**src/rtl/hsv_to_rgb.sv**
```systemverilog
// hsv_to_rgb: three-stage HSV -> RGB converter with valid/ready backpressure.
// Hue is unsigned 10.6 fixed-point degrees (60.0 = 16'h0F00); S, V and R/G/B are 8-bit.
// Stage 1 wraps the hue and finds sector/fraction. Stage 2 forms the p/q/t products.
// Stage 3 muxes the channels into the output register.
// Define HSV2RGB_RGB565_EN to pack o_data as 16-bit {R[7:3],G[7:2],B[7:3]} instead of 24-bit {R,G,B}.
module hsv_to_rgb (
  input  logic        i_clk,
  input  logic        i_rst,
  input  logic [15:0] i_hue,
  input  logic [7:0]  i_sat,
  input  logic [7:0]  i_val,
  input  logic        i_valid,
  output logic        o_ready,
`ifdef HSV2RGB_RGB565_EN
  output logic [15:0] o_data,
`else
  output logic [23:0] o_data,
`endif
  output logic        o_valid,
  input  logic        i_ready
);

  typedef enum logic [2:0] {
    SEC0 = 3'd0,
    SEC1 = 3'd1,
    SEC2 = 3'd2,
    SEC3 = 3'd3,
    SEC4 = 3'd4,
    SEC5 = 3'd5
  } sector_e;

  // (a*b)>>8, truncating
  function automatic logic [7:0] mulhi(input logic [7:0] a, input logic [7:0] b);
    return 8'(({8'd0, a} * {8'd0, b}) >> 8);
  endfunction

  logic adv;

  // Whole pipeline moves together whenever the output slot is free or being drained
  always_comb begin
    adv     = !o_valid || i_ready;
    o_ready = adv && !i_rst;
  end

  // ---------------- Stage 1: wrap, sector, fraction ----------------
  logic [15:0] h_wrap;
  logic [15:0] sec_base;
  logic [11:0] rem_d;
  logic [7:0]  frac_d;
  sector_e     sec_d;

  logic        v1_q;
  sector_e     sec1_q;
  logic [7:0]  frac1_q;
  logic [7:0]  s1_q;
  logic [7:0]  val1_q;

  // Fold hue into 0..359.98 and split into 60-degree sector plus 8-bit fraction
  always_comb begin
    h_wrap = i_hue;
    if (i_hue >= 16'hB400)
      h_wrap = i_hue - 16'hB400;
    else if (i_hue >= 16'h5A00)
      h_wrap = i_hue - 16'h5A00;

    sec_d    = SEC0;
    sec_base = 16'h0000;
    if (h_wrap >= 16'h4B00) begin
      sec_d    = SEC5;
      sec_base = 16'h4B00;
    end else if (h_wrap >= 16'h3C00) begin
      sec_d    = SEC4;
      sec_base = 16'h3C00;
    end else if (h_wrap >= 16'h2D00) begin
      sec_d    = SEC3;
      sec_base = 16'h2D00;
    end else if (h_wrap >= 16'h1E00) begin
      sec_d    = SEC2;
      sec_base = 16'h1E00;
    end else if (h_wrap >= 16'h0F00) begin
      sec_d    = SEC1;
      sec_base = 16'h0F00;
    end

    rem_d  = 12'(h_wrap - sec_base);
    // 1092/16384 ~= 256/3840: scales 0..0x0EFF onto 0..255
    frac_d = 8'((23'(rem_d) * 23'd1092) >> 14);
  end

  // Stage 1 register
  always_ff @(posedge i_clk) begin
    if (i_rst) begin
      v1_q    <= 1'b0;
      sec1_q  <= SEC0;
      frac1_q <= '0;
      s1_q    <= '0;
      val1_q  <= '0;
    end else if (adv) begin
      v1_q    <= i_valid;
      sec1_q  <= sec_d;
      frac1_q <= frac_d;
      s1_q    <= i_sat;
      val1_q  <= i_val;
    end
  end

  // ---------------- Stage 2: p/q/t products ----------------
  logic [7:0] p_d;
  logic [7:0] q_d;
  logic [7:0] t_d;

  logic       v2_q;
  sector_e    sec2_q;
  logic [7:0] p2_q;
  logic [7:0] q2_q;
  logic [7:0] t2_q;
  logic [7:0] val2_q;
  logic       grey2_q;

  // 255-x is written as ~x on 8-bit operands
  always_comb begin
    p_d = mulhi(val1_q, ~s1_q);
    q_d = mulhi(val1_q, ~mulhi(s1_q, frac1_q));
    t_d = mulhi(val1_q, ~mulhi(s1_q, ~frac1_q));
  end

  // Stage 2 register
  always_ff @(posedge i_clk) begin
    if (i_rst) begin
      v2_q    <= 1'b0;
      sec2_q  <= SEC0;
      p2_q    <= '0;
      q2_q    <= '0;
      t2_q    <= '0;
      val2_q  <= '0;
      grey2_q <= 1'b0;
    end else if (adv) begin
      v2_q    <= v1_q;
      sec2_q  <= sec1_q;
      p2_q    <= p_d;
      q2_q    <= q_d;
      t2_q    <= t_d;
      val2_q  <= val1_q;
      grey2_q <= (s1_q == 8'd0);
    end
  end

  // ---------------- Stage 3: channel mux and packing ----------------
  logic [7:0] r_d;
  logic [7:0] g_d;
  logic [7:0] b_d;
`ifdef HSV2RGB_RGB565_EN
  logic [15:0] pix_d;
`else
  logic [23:0] pix_d;
`endif

  // Zero saturation forces exact grey; p would otherwise be V*255>>8, not V
  always_comb begin
    r_d = val2_q;
    g_d = t2_q;
    b_d = p2_q;
    if (grey2_q) begin
      r_d = val2_q;
      g_d = val2_q;
      b_d = val2_q;
    end else begin
      unique case (sec2_q)
        SEC0: begin r_d = val2_q; g_d = t2_q;   b_d = p2_q;   end
        SEC1: begin r_d = q2_q;   g_d = val2_q; b_d = p2_q;   end
        SEC2: begin r_d = p2_q;   g_d = val2_q; b_d = t2_q;   end
        SEC3: begin r_d = p2_q;   g_d = q2_q;   b_d = val2_q; end
        SEC4: begin r_d = t2_q;   g_d = p2_q;   b_d = val2_q; end
        SEC5: begin r_d = val2_q; g_d = p2_q;   b_d = q2_q;   end
        default: begin r_d = val2_q; g_d = t2_q; b_d = p2_q;  end
      endcase
    end
`ifdef HSV2RGB_RGB565_EN
    pix_d = {5'(r_d >> 3), 6'(g_d >> 2), 5'(b_d >> 3)};
`else
    pix_d = {r_d, g_d, b_d};
`endif
  end

  // Output register
  always_ff @(posedge i_clk) begin
    if (i_rst) begin
      o_valid <= 1'b0;
      o_data  <= '0;
    end else if (adv) begin
      o_valid <= v2_q;
      o_data  <= pix_d;
    end
  end

endmodule
```
**config.mk**
```make
export PLATFORM = sky130hd
export DESIGN_NAME = hsv_to_rgb
export DESIGN_NICKNAME = d
export VERILOG_FILES = /design/src/rtl/hsv_to_rgb.sv
export SDC_FILE = /design/constraint.sdc
export NUM_CORES = 1
export LEC_CHECK = 0
export ABC_AREA = 1
export CAP_MARGIN = 40
export CELL_PAD_IN_SITES_DETAIL_PLACEMENT = 0
export CELL_PAD_IN_SITES_GLOBAL_PLACEMENT = 1
export CORE_ASPECT_RATIO = 1.75
export CORE_MARGIN = 4
export CORE_UTILIZATION = 43
export DETAILED_ROUTE_END_ITERATION = 10
export GPL_TIMING_DRIVEN = 1
export PLACE_DENSITY = 0.87
export SLEW_MARGIN = 10
export SYNTH_ARGS = -nofsm -noshare
export SYNTH_HDL_FRONTEND = slang
export SYNTH_SLANG_ARGS = --single-unit
```
**constraint.sdc**
```tcl
create_clock -name i_clk -period 7.6 [get_ports i_clk]
set_input_delay 1.14 -clock i_clk [delete_from_list [all_inputs] [get_ports i_clk]]
set_output_delay 1.14 -clock i_clk [all_outputs]
set_load 0.02 [all_outputs]
```
After elaboration in Yosys (flattened, before gate mapping)
Index checks and enable logic that the tools add are counted.
- word-level logic and storage cells: 66
- ROM bits: 0
- bits in latches: 0
- register bits: 90
- memory bits (writable): 0
- output and inout port bits: 26
- bits of input ports: 36
- memories: 0
- bitwise gates (word level): 4
- shifts and indexed selects: 0
- magnitude comparators: 7
- $mul: 6
- add/subtract/negate cells: 3
- reductions and logical operators: 9
- mux-type cells: 18
- divide/modulo/power cells: 0
- equality and inequality tests: 5
- operators with widths (cell ; number):
    multiplier 8 x 8 -> 16 bit ; 5
    case mux 8 bit (3 select lines) ; 3
    2-to-1 mux 12 bit ; 5
    >= comparator 16 x 14 -> 1 bit (second input constant) ; 2
    >= comparator 16 x 15 -> 1 bit (second input constant) ; 2
    2-to-1 mux 16 bit ; 2
    inverter 8 bit ; 4
    2-to-1 mux 8 bit ; 3
    multiplier 12 x 9 -> 20 bit (second input constant) ; 1
    >= comparator 16 x 12 -> 1 bit (second input constant) ; 1
    >= comparator 16 x 13 -> 1 bit (second input constant) ; 1
    >= comparator 16 bit (second input constant) ; 1
    subtractor 16 x 15 -> 16 bit (second input constant) ; 1
    subtractor 16 bit (second input constant) ; 1
    subtractor 12 bit ; 1
    logical NOT 8 bit ; 1
    OR reduction 2 bit ; 4
    == test 3 x 2 -> 1 bit (second input constant) ; 2
    == test 3 bit (second input constant) ; 2
    2-to-1 mux 3 bit ; 2
    2-to-1 mux 2 bit ; 2
    == test 3 x 1 -> 1 bit (second input constant) ; 1
    logical NOT 1 bit ; 2
    logical AND 1 bit ; 1
    2 further kinds ; 2

Longest topological paths before layout
Gate-level depths: netlist of the first run.
- word-level depth: 11
- gate-level depth with buffers: 45
- depth with buffers taken out: 43

Worst setup path after synthesis of the first run
OpenSTA, ideal clock, no wires.
- kind: register to register
- start: reg s1_q[2]
- end: reg q2_q[6]
- cell stages (with the launch flop): 37
- required time: 7491 ps
- path slack: -385 ps
- period minus slack after synthesis: 7985 ps
- path buffers: 2
- arrival time: 7876 ps
- setup time: 109 ps
- cell sequence: dfxtp_1 clkbuf_1 clkbuf_1 nand2_1 inv_1 fa_1 fa_1 fa_1 inv_1 fa_1 inv_1 ha_1 a21oi_1 o21a_1 nand2_1 nand2_1 nand2_1 nand2_1 nand2_1 a21oi_1 xor2_1 nor2_1 fa_1 fa_1 fa_1 inv_1 fa_1 inv_1 ha_1 a21oi_1 o21ai_0 a221oi_1 nand2_1 nand2_1 nand3_1 nand2_1 inv_1
- word-level cells in the longest chain between the ends: 3
- ends and longest elaborated chain (what ; line ; source):
    start, declared ; 55 ; logic [7:0] s1_q;
    start signal, assigned ; 102 ; s1_q <= i_sat;
    multiplier 8 x 8 -> 16 bit ; 34 ; return 8'(({8'd0, a} * {8'd0, b}) >> 8);
    inverter 8 bit ; 123 ; q_d = mulhi(val1_q, ~mulhi(s1_q, frac1_q));
    multiplier 8 x 8 -> 16 bit ; 34 ;
    end signal, assigned ; 141 ; q2_q <= q_d;
    end, declared ; 115 ; logic [7:0] q2_q;
Every way passes these cells.
A chain may end at the register's enable or synchronous reset.

Final worst setup path of the first run
- start: reg s1_q[5]
- end: reg q2_q[7]
The elaborated chain is that of the path after synthesis.

==> impl_metrics.yaml, run 1 <==
timing:
  fmax_mhz: 132
  setup_viol_count_final: 0
  fin_ws_ns: 0.0113
  slew_headroom_pct: 39.4
  report.final.slew_viol_count: 0
  tightest_slew_ns: 0.909
  hold_viol: 0
  fin_crit_sh_pct: 99.9
  skew_ns: 0.0140
  grt_setup_unrepaired: "true"
  whs_ns: 0.463
  layout_min_cycle_time_ns: 7.59
layout:
  area_delta_synth_final_pct: 24.9
  num_antenna_cells: 0
  stdcell_count: 2756
  fin_nets: 2721
  drive_above_1_share_pct: 18.9
drt:
  drtIter0Drc: 683
  drt_pass1_iterations: 5
  via_count: 14487
  drc_errors: 0
  routed_wl_um: 47300
  vias_per_cell: 5.26
  ant_nets: 0
  wire_per_inst_um: 17.2
floorplanning:
  die_x_um: 150
  dieHeight_um: 256
  start_util_pct: 43.7
  core_um2: 34600
  io_pins: 62
  rows: 90
  die_area_um2: 38400
synth:
  yosysWarningCount: 0
  synthTopCellsByArea: "fa_1, ha_1, dfxtp_1"
  yosysSeqAreaShare_pct: 11.9
  syn_avg_cell_area_um2: 7.21
  syn_nets: 2527
  yosysTopAreaCell: "fa_1"
  yosys-top-cells-count: "inv_1, nand2_1, nor2_1, ha_1, fa_1"
  yosysMostFrequentCell: "inv_1"
  synthFlopType: "dfxtp_1"
  synth_top_area_share_pct: 23.7
  synth_edf_count: 0
  synth_area_um2: 15100
  synth.distinct_cells: 49
  synthArstFlopShare_pct: 0
  synth_seq_cells: 90
  syn_inst: 2097
critical_path:
  slowest_stage: "fa_1"
  crit_fanout: 4
  critPathArrivalTime_ns: 7.85
  endpoint_kind: "flop"
  required_ns: 7.86
  crit_family: "adder cells"
  critPathBufInv: 8
  critPathLaunchType: "flop"
  cp_common_cell: "fa_1"
  path_class: "reg2reg"
  cpPeakStageDelay_ns: 0.58
placed_design:
  place_congestion: 0.948
  portBuffers: 61
  dp_hpwl_um: 38500
  dp.cells: 2712
  dp_slack_ns: -0.472
clock_network:
  cts_tree: "yes"
  htreeDepth: 3
  cts.sinks: 90
  clk_pin_slew_ns: 0.07
  insertion_delay_ns: 0.37
  cts.path.max_buffers: 2
  cts_root_buffer: "clkbuf_16"
  numCtsBuffers: 9
global_route:
  grt_overflow_total: 0
  grt_usage_pct: 24.6
  grt_pass1_wl_um: 75200
  antenna_found_initial: 0
  grt_max_degree: 56
  grt_pass1_vias: 15120
min_path:
  min_path_type: "reg2reg"
flow_run:
  maxCapViolations: 0
outcome:
  status: "completed"
## state kept, by name, indices dropped and copies added, names as in the netlist
name	count
q2_q	8
grey2_q	1
t2_q	8
sec2_q	3
o_data	24
p2_q	8
val1_q	8
v2_q	1
v1_q	1
val2_q	8
frac1_q	8
s1_q	8
sec1_q	3
o_valid	1
## placed cells by master, fill, tap and decap left out, types with 11 or more instances in the layout
| master | instances |
|---|---|
| inv_1 | 382 |
| nand2_1 | 347 |
| nor2_1 | 247 |
| ha_1 | 192 |
| buf_4 | 176 |
| fa_1 | 174 |
| o21ai_0 | 100 |
| a21oi_1 | 82 |
| dfxtp_1 | 77 |
| nand3_1 | 63 |
| clkdlybuf4s50_1 | 61 |
| nand2_2 | 33 |
| inv_2 | 29 |
| nor2_2 | 25 |
| ha_4 | 21 |
| o211ai_1 | 20 |
| nand2_4 | 16 |
| a21oi_2 | 16 |
| nand3_2 | 13 |
| xor2_1 | 13 |
| clkinv_1 | 11 |
| a21o_1 | 11 |
| o22ai_1 | 11 |
## final cells by class
| cell class | instances | area [µm²] |
|---|---|---|
| clock buffer | 9 | 225 |
| sequential | 90 | 1840 |
| fill | 3285 | 15700 |
| multi-input combinational | 1514 | 12400 |
| timing repair buffer | 253 | 2180 |
| clock inverter | 7 | 86.3 |
| tap | 460 | 576 |
| inverter | 423 | 1590 |
## metal layers
metal / global-route usage (%) / up-vias / share of wire [%]
met5: 0 / - / 0
met2: 45.6 / 387 / 53
met3: 2.29 / 182 / 3.4
met1: 26.3 / 6968 / 36
met4: 15.2 / 0 / 7.3
li1: - / 6950 / -
## logic make-up after synthesis
group	synth area share [%]
flip-flops	11.9
buffers and inverters	12.4
XOR/XNOR	1.03
adder cells (fa/ha/maj)	41.5
AND/OR/NAND/NOR	21.6
AO/OA/AOI/OAI	11.6
## worst register-to-register path, delay by kind of cell, from the launching register on
kind,cells,cell delay (ns)
buffers and inverters,8,0.60
AO/OA/AOI/OAI,2,0.25
flip-flops,1,0.33
AND/OR/NAND/NOR,18,1.61
adder cells (fa/ha/maj),10,4.73
## stage by stage
step	instance area, µm²	utilization, %	TNS, ns
after floorplan	15300	-	-0.0304
after global placement	17300	50.1	-3.42
after detailed placement	17400	50.3	-4.81
after CTS	18300	52.8	-0.431
after global routing	18900	54.6	-2.32
final	18900	54.6	0
## final timing paths
path                            slack [ns]       from   endpoint  depth (start not counted)
worst max-delay path                  0.01    s1_q[5]    q2_q[7]                         38
worst min register to register        0.46  sec1_q[0]  sec1_q[0]                          2
worst min-delay path                  0.46  sec1_q[0]  sec1_q[0]                          2
worst max register to register        0.01    s1_q[5]    q2_q[7]                         38
## what timing repair did
action | in CTS | in global routing
hold buffers | 0 | 0
resized for setup | 116 | 143
setup buffers | 21 | 9
cloned | 0 | 0
endpoints found under the setup margin | 16 | 17
pin swaps | 47 | 94
Power of run 1 is not shown: default switching activity piles up to over one toggle a cycle in this logic, so the estimate is an artifact.
==> inputs of run 2 (changes only) <==
--- a/config.mk
+++ b/config.mk
@@ -10,7 +10,7 @@
 export CELL_PAD_IN_SITES_DETAIL_PLACEMENT = 0
 export CELL_PAD_IN_SITES_GLOBAL_PLACEMENT = 1
 export CORE_ASPECT_RATIO = 1.75
-export CORE_MARGIN = 4
+export CORE_MARGIN = 2
 export CORE_UTILIZATION = 43
 export DETAILED_ROUTE_END_ITERATION = 10
 export GPL_TIMING_DRIVEN = 1
==> run 2 against run 1 <==
Global-route usage up 1.4 points. Critical path type unchanged. Wire length increased by 1.6%. Sequential cell count did not move. Sequential share of layout area barely moved. Clock skew fell by 0.0016 ns. Design area up 0.62%. Largest cell class unchanged.
==> impl_metrics.yaml, run 2 (synthesized netlist as in run 1, its figures left out) <==
layout:
  fin_nets: 2723
  final_cell_mix: "inv_1, nand2_1, nor2_1"
  num_antenna_cells: 0
  area_delta_synth_final_pct: 25.6
  final_common_cell: "inv_1"
  drive_above_1_share_pct: 20.0
  regMostFlops: "o_data"
  largest_reg_flops: 24
critical_path:
  cp_common_cell: "fa_1"
  r2r-start: "s1_q[2]"
  slowest_stage: "fa_1"
  r2r-end: "q2_q[4]"
  cpPeakStageDelay_ns: 0.56
  endpoint_kind: "flop"
  crit_family: "adder cells"
  path_class: "reg2reg"
  crit_fanout: 6
  rrSetupSlack_ns: 0.04
  critPathLaunchType: "flop"
  r2r_cells: 36
  critPathArrivalTime_ns: 7.86
  critPathBufInv: 9
  required_ns: 7.90
timing:
  layout_min_cycle_time_ns: 7.56
  hold_viol: 0
  report.final.slew_viol_count: 0
  grt_setup_unrepaired: "true"
  tightest_slew_ns: 0.880
  skew_ns: 0.0124
  tns_ns: 0
  fmax_mhz: 132
  setup_viol_count_final: 0
  slew_headroom_pct: 41.2
  fin_crit_sh_pct: 99.4
  fin_ws_ns: 0.0434
placed_design:
  place_congestion: 0.946
  portBuffers: 61
  dp_hpwl_um: 38600
  dp_slack_ns: -0.428
floorplanning:
  rows: 90
  die_area_um2: 36700
  core_um2: 34600
  dieHeight_um: 252
  start_util_pct: 43.7
  io_pins: 62
  die_x_um: 146
global_route:
  grt_pass1_wl_um: 75400
  grt_usage_pct: 26.0
  grt_pass1_vias: 14798
  grt_max_degree: 56
  grt_overflow_total: 0
  antenna_found_initial: 0
clock_network:
  insertion_delay_ns: 0.37
  cts_tree: "yes"
  cts_hold_buf: 0
  htreeDepth: 3
  numCtsBuffers: 9
  cts.sinks: 90
  cts.path.max_buffers: 2
  clk_pin_slew_ns: 0.08
  cts_root_buffer: "clkbuf_16"
drt:
  via_count: 14560
  wire_per_inst_um: 17.4
  drt_pass1_iterations: 5
  routed_wl_um: 48100
  drc_errors: 0
  ant_nets: 0
  drtIter0Drc: 631
  vias_per_cell: 5.28
flow_run:
  maxCapViolations: 0
outcome:
  status: "completed"
min_path:
  whs_path_depth: 2
  min_path_type: "reg2reg"
  worst_hold_startpoint: "sec1_q[0]"
  hold_end: "sec1_q[0]"
## run 2: repair_timing
action / in CTS / in global routing
buffers inserted: 17 / 20
gates cloned: 0 / 0
pin swaps: 38 / 105
gates resized for setup: 102 / 202
setup endpoints to repair: 16 / 16
## run 2: stage by stage
step           cells  util [%]  hold WS (ns)  instance area (µm²)
2_1_floorplan   2097         -         0.423                15300
3_3_place_gp    2703      49.9         0.438                17300
3_5_place_dp    2705      50.0         0.448                17300
4_1_cts         2738      52.2         0.461                18000
5_1_grt         2758      55.0         0.487                19000
6_report        2758      55.0         0.459                19000
## run 2: final cells by class
class                      instances  area (µm²)
clock buffer                       9         225
clock inverter                     7        72.6
fill                            3256       15600
inverter                         423        1600
multi-input combinational       1514       12500
sequential                        90        1850
tap                              460         576
timing repair buffer             255        2210
## run 2: layer usage
layer	track usage, %	vias to the layer above	wire, µm
li1	-	6952	-
met2	48.9	411	25700
met5	0	-	0
met1	26.9	7016	17000
met4	17.4	0	3580
met3	2.64	181	1930
## run 2: worst max path at each step
| stage | cells past startpoint | from | endpoint |
|---|---|---|---|
| 2_1_floorplan | 36 | s1_q[1] | q2_q[6] |
| 3_3_place_gp | 34 | frac1_q[4] | q2_q[6] |
| 3_5_place_dp | 34 | frac1_q[3] | q2_q[6] |
| 4_1_cts | 34 | frac1_q[4] | q2_q[4] |
| 5_1_grt | 37 | frac1_q[4] | q2_q[7] |
| 6_report | 36 | s1_q[2] | q2_q[4] |
## run 2: worst reg2reg max path: cells and delay by family, from the launching register on
| kind | cells | cell delay [ns] |
|---|---|---|
| AOI/OAI and AO/OA | 1 | 0.15 |
| DFF | 1 | 0.42 |
| and+or+nand+nor | 15 | 1.28 |
| adders and majority gates | 10 | 4.75 |
| xor gates and xnor gates | 1 | 0.16 |
| buffers and inverters | 9 | 0.73 |
Power of run 2 is left out for the same reason.
